$ cat src/rtl/password_pkg.sv
// Shared types and default parameters for the password check sequencer.
package password_pkg;

  typedef enum logic [2:0] {
    ST_IDLE,
    ST_ENTRY,
    ST_CHECK,
    ST_RESULT,
    ST_LOCKED
  } pw_state_t;

  localparam int DEF_DIGIT_W     = 4;
  localparam int DEF_PASS_LEN    = 4;
  localparam int DEF_MAX_TRIES   = 3;
  localparam int DEF_LOCK_CYCLES = 1024;

endpackage

$ cat src/rtl/pw_lock_timer.sv
// Lockout down-counter: load to LOCK_CYCLES, count down while enabled,
// expire flags the final cycle of the lockout window.
module pw_lock_timer #(
  parameter int LOCK_CYCLES = 1024
) (
  input  logic clk,
  input  logic rst_n,
  input  logic load,
  input  logic count,
  output logic expire
);

  localparam int TW = $clog2(LOCK_CYCLES + 1);

  logic [TW-1:0] remaining;

  always_ff @(posedge clk or negedge rst_n) begin
    if (!rst_n) begin
      remaining <= '0;
    end else if (load) begin
      remaining <= TW'(LOCK_CYCLES);
    end else if (count && remaining != '0) begin
      remaining <= remaining - TW'(1);
    end
  end

  assign expire = count && (remaining == TW'(1));

endmodule

$ cat src/rtl/password_check_seq.sv
// Password entry/check sequencer with consecutive-failure counting.
// Lockout (LOCKED state + pw_lock_timer) is built only with PASSWORD_CHECK_LOCKOUT_EN.
//
// state     | meaning
// IDLE      | empty entry, waiting for first digit
// ENTRY     | collecting digits
// CHECK     | comparing buffered entry with preset_password
// RESULT    | one-cycle match/fail pulse
// LOCKED    | lockout window after MAX_TRIES consecutive failures
module password_check_seq
  import password_pkg::*;
#(
  parameter int DIGIT_W     = DEF_DIGIT_W,
  parameter int PASS_LEN    = DEF_PASS_LEN,
  parameter int MAX_TRIES   = DEF_MAX_TRIES,
  parameter int LOCK_CYCLES = DEF_LOCK_CYCLES
) (
  input  logic                                 clk,
  input  logic                                 rst_n,
  input  logic                                 digit_valid,
  input  logic [DIGIT_W-1:0]                   digit,
  output logic                                 digit_ready,
  input  logic                                 enter,
  input  logic                                 clear,
  input  logic [PASS_LEN*DIGIT_W-1:0]          preset_password,
  output logic                                 match,
  output logic                                 fail,
  output logic                                 locked,
  output logic [$clog2(PASS_LEN+1)-1:0]        entry_cnt,
  output logic [$clog2(MAX_TRIES+1)-1:0]       fail_cnt
);

  localparam int CW = $clog2(PASS_LEN + 1);
  localparam int FW = $clog2(MAX_TRIES + 1);
  localparam logic [CW-1:0] FULL_CNT  = CW'(PASS_LEN);
  localparam logic [FW-1:0] MAX_FAILS = FW'(MAX_TRIES);

  pw_state_t                    state;
  logic [PASS_LEN*DIGIT_W-1:0]  entry_buf;
  logic                         lock_expire;

  assign digit_ready = (state == ST_IDLE) ||
                       ((state == ST_ENTRY) && (entry_cnt < FULL_CNT));

`ifdef PASSWORD_CHECK_LOCKOUT_EN
  logic locked_q;
  logic lock_load;
  logic lock_count;

  assign lock_load  = (state == ST_RESULT) && (fail_cnt == MAX_FAILS);
  assign lock_count = (state == ST_LOCKED);
  assign locked     = locked_q;

  pw_lock_timer #(
    .LOCK_CYCLES(LOCK_CYCLES)
  ) u_lock_timer (
    .clk    (clk),
    .rst_n  (rst_n),
    .load   (lock_load),
    .count  (lock_count),
    .expire (lock_expire)
  );
`else
  assign locked      = 1'b0;
  assign lock_expire = 1'b0;
`endif

  always_ff @(posedge clk or negedge rst_n) begin
    if (!rst_n) begin
      state     <= ST_IDLE;
      entry_buf <= '0;
      entry_cnt <= '0;
      fail_cnt  <= '0;
      match     <= 1'b0;
      fail      <= 1'b0;
`ifdef PASSWORD_CHECK_LOCKOUT_EN
      locked_q  <= 1'b0;
`endif
    end else begin
      match <= 1'b0;
      fail  <= 1'b0;
      case (state)
        ST_IDLE, ST_ENTRY: begin
          // Priority: clear, then enter, then digit
          if (clear) begin
            entry_buf <= '0;
            entry_cnt <= '0;
            state     <= ST_IDLE;
          end else if (enter) begin
            state <= ST_CHECK;
          end else if (digit_valid && digit_ready) begin
            for (int i = 0; i < PASS_LEN; i++) begin
              if (entry_cnt == CW'(i)) begin
                entry_buf[i*DIGIT_W +: DIGIT_W] <= digit;
              end
            end
            entry_cnt <= entry_cnt + CW'(1);
            state     <= ST_ENTRY;
          end
        end
        ST_CHECK: begin
          if ((entry_cnt == FULL_CNT) && (entry_buf == preset_password)) begin
            match    <= 1'b1;
            fail_cnt <= '0;
          end else begin
            fail <= 1'b1;
            if (fail_cnt != MAX_FAILS) begin
              fail_cnt <= fail_cnt + FW'(1);
            end
          end
          state <= ST_RESULT;
        end
        ST_RESULT: begin
          entry_buf <= '0;
          entry_cnt <= '0;
`ifdef PASSWORD_CHECK_LOCKOUT_EN
          if (fail_cnt == MAX_FAILS) begin
            locked_q <= 1'b1;
            state    <= ST_LOCKED;
          end else begin
            state <= ST_IDLE;
          end
`else
          state <= ST_IDLE;
`endif
        end
        ST_LOCKED: begin
`ifdef PASSWORD_CHECK_LOCKOUT_EN
          if (lock_expire) begin
            locked_q <= 1'b0;
            fail_cnt <= '0;
            state    <= ST_IDLE;
          end
`else
          state <= ST_IDLE;
`endif
        end
        default: state <= ST_IDLE;
      endcase
    end
  end

endmodule
$ cat config.mk
export PLATFORM = sky130hd
export DESIGN_NAME = password_check_seq
export DESIGN_NICKNAME = d
export VERILOG_FILES = /design/src/rtl/password_pkg.sv /design/src/rtl/pw_lock_timer.sv /design/src/rtl/password_check_seq.sv
export SDC_FILE = /design/constraint.sdc
export NUM_CORES = 1
export LEC_CHECK = 0
export CORE_ASPECT_RATIO = 1.2
export CORE_MARGIN = 5
export CORE_UTILIZATION = 45
export CTS_BUF_LIST = sky130_fd_sc_hd__clkbuf_4
export DETAILED_ROUTE_END_ITERATION = 12
export PLACE_DENSITY = 0.74
export REMOVE_ABC_BUFFERS = 1
export SLEW_MARGIN = 10
export SYNTH_ARGS = -nofsm -noshare
export SYNTH_HDL_FRONTEND = slang
export SYNTH_SLANG_ARGS = --single-unit
$ cat constraint.sdc
create_clock -name clk -period 2.2 [get_ports clk]
set_input_delay 0.22 -clock clk [delete_from_list [all_inputs] [get_ports clk]]
set_output_delay 0.22 -clock clk [all_outputs]
set_load 0.005 [all_outputs]
==> flow_summary.ini <==
[run_status]
status = completed

[synthesis]
yosysSeqAreaShare_pct = 45.0
yosysTopAreaCell = dfrtp_1
ys_ff_latch = 25
syn_inst = 122
synth_warnings = 0
synth_area_sq_um = 1390
synthTopCellsByArea = dfrtp_1 (45%), mux2_2 (13%), xor2_1 (7.6%)
yosysUniqueCellTypes = 25
netlist.area_leader.share_pct = 45.0
syn_area_per_cell_sq_um = 11.4

[grt]
grt_first_pass_wirelength_um = 4730
grt.total_usage_pct = 14.0
antenna_found_initial = 0
grt_max_degree = 26
grt_overflow_total = 0
grt_pass1_vias = 1081

[place]
placed_cell_area_sq_um = 1750
placement.setup.worst_slack_ps = 288
hpwl_um = 2210
routabilityCongestion = 0.787
numPortBuffers = 32
place_inst = 189

[clock_tree]
numCtsBuffers = 3
h-tree-depth = 1
holdBufCountCts = 0
cts_setup_buffers = 0
path_clk_slew_ps = 140
ctsResizeCount = 0
cts_tree = done
cts_buffer_depth = 2
cts-root-buf = clkbuf_4
clkSinkCount = 25
clock_latency_ps = 310

[finish]
area_growth_pct = 27.9
final_area_sq_um = 1780
fillers = 279
drive_gt1_share_pct = 18.5
n_antenna_cell = 0
num-nets-final = 189
fin_cells = 193

[power_and_ir_drop]
p_seq_share_pct = 40.8
peakVddDrop_uv = 657
p_switching_mw = 0.721
intPower_mw = 1.23
power_density_nw_per_um2 = 1100
clkPwrFrac_pct = 10.9
switching_share_pct = 36.9
power.leakage_nw = 0.781
p_comb_share_pct = 48.4

[setup_path]
cp.required_ps = 1980
r2r_cells = 5
startpoint_type = flip-flop
cp_data_arrival_time_ps = 1480
crit_path_end_kind = output port
critPathMaxFanout = 9
worstSetupPathType = reg -> out

[route]
routed-wl-met3_um = 150
drt.antenna.violating_nets = 0
wl_met2_um = 1330
wl_per_cell_um = 13.9
highest_layer = met4
drtIter0Drc = 45
wl_um = 2690
drt-met1-wl_um = 1190
vias = 967
dr.pass1.iters = 4
vias_per_cell = 5.01
drc = 0

[sta]
slew_violations = 0
finalHoldViolations = 0
min_period_over_period_pct = 77.1
whs_ps = 247
finClkSkew_ps = 12.5
setup_violations = 0
finalSetupTns_ps = 0
max_freq_mhz = 590
min_period_ps = 1700
setup_ws_ps = 505
grt_setup_unrepaired = no

[floorplan]
core_area_sq_um = 3030
std_cell_rows = 22
dieArea_sq_um = 4300
top_level_ports = 34
die_h_um = 70.9
dieWidth_um = 60.7
initial_core_util_pct = 45.9

[worst_hold_path]
hold_class = in -> async

[job]
drv_cap = 0
[placed cells by master (no fill, tap or decap), drive strengths merged]
master         synthesis  routed
inv                    4       4
nand2                  9       9
mux2                  16      16
nor4                   4       4
a21o                   1       1
buf                    2       1
dfrtp                 25      25
ha                     6       6
nor2                   9       9
nand2b                 1       1
xor2                  12      12
and2b                  1       1
clkbuf                 0       4
nand3b                 1       1
nand3                  3       3
a21oi                  7       7
o21ai                  5       5
nand4                  1       1
clkdlybuf4s50          0      32
nor3                   5       5
or4                    1       1
and2                   4       4
xnor2                  4       4
conb                   1       1
[cells by family after synthesis]
kind of cell | synth area share, %
AOI/OAI and AO/OA | 7.84
xor gates and xnor gates | 10.1
adders and majority gates | 5.41
buffers and inverters | 2.16
DFF | 45.0
muxes | 13.0
other | 0.270
and+or+nand+nor | 16.2
[sequential cells by signal, indices dropped and copies added, names as in the netlist]
signal	cells
match	1
fail_cnt	2
entry_cnt	3
fail	1
entry_buf	16
state	2
[worst max-delay path, stage by stage (launching register included)]
cell and delay, ps:
dfrtp_1 510, a21oi_1 160, clkdlybuf4s50_1 510
[final timing paths]
path	from	endpoint	slack (ps)
max	state[1]	digit_ready	500
min	rst_n	entry_cnt[2]	250
max reg2reg	state[0]	entry_buf[7]	530
min reg2reg	entry_buf[0]	entry_buf[0]	550
max in group asynchronous	rst_n	entry_buf[10]	1700
min in group clk	enter	state[1]	510
[area by class of cell]
| class | count | area [sq um] | area share, % |
|---|---|---|---|
| multi-input cells | 91 | 733 | 41.3 |
| repair buffers | 33 | 328 | 18.5 |
| inverters | 4 | 15.0 | 0.845 |
| flip-flops and latches | 25 | 626 | 35.2 |
| clock buffers | 4 | 30.0 | 1.69 |
| well taps | 36 | 45.0 | 2.54 |
[metrics by stage]
stage | util, % | power [mW]
final | 58.7 | 1.95
after global routing | 58.7 | 2.11
after CTS | 58.7 | 1.97
after detailed placement | 57.7 | 1.76
after global placement | 57.7 | 1.73
after floorplan | - | 1.44
[power groups by stage]
stage	clock network, mW	logic [mW]	registers, mW
after global routing	0.237	1.05	0.825
after CTS	0.217	0.959	0.798
after detailed placement	0	0.954	0.810
after global placement	0	0.931	0.799
final	0.212	0.945	0.796
after floorplan	0	0.666	0.777
[cells in the mapped netlist]
cell type	n
dfrtp_1	25
mux2_2	16
xor2_1	12
nand2_1	9
nor2_1	7
ha_1	6
nor3_1	5
o21ai_0	5
a21oi_1	4
and2_1	4
inv_1	4
xnor2_1	4
a21oi_4	3
nand3_1	3
nor4_1	3
buf_4	2
nor2_4	2
a21o_4	1
and2b_4	1
conb_1	1
nand2b_1	1
nand3b_1	1
nand4_1	1
nor4_4	1
or4_1	1
[per-layer routing]
layer	GRT usage (%)	up-vias
met5	0	-
met4	2.17	0
met3	2.55	2
met2	23.9	27
met1	18.4	455
li1	-	483
Note: power is estimated with default switching activity, not from simulation.
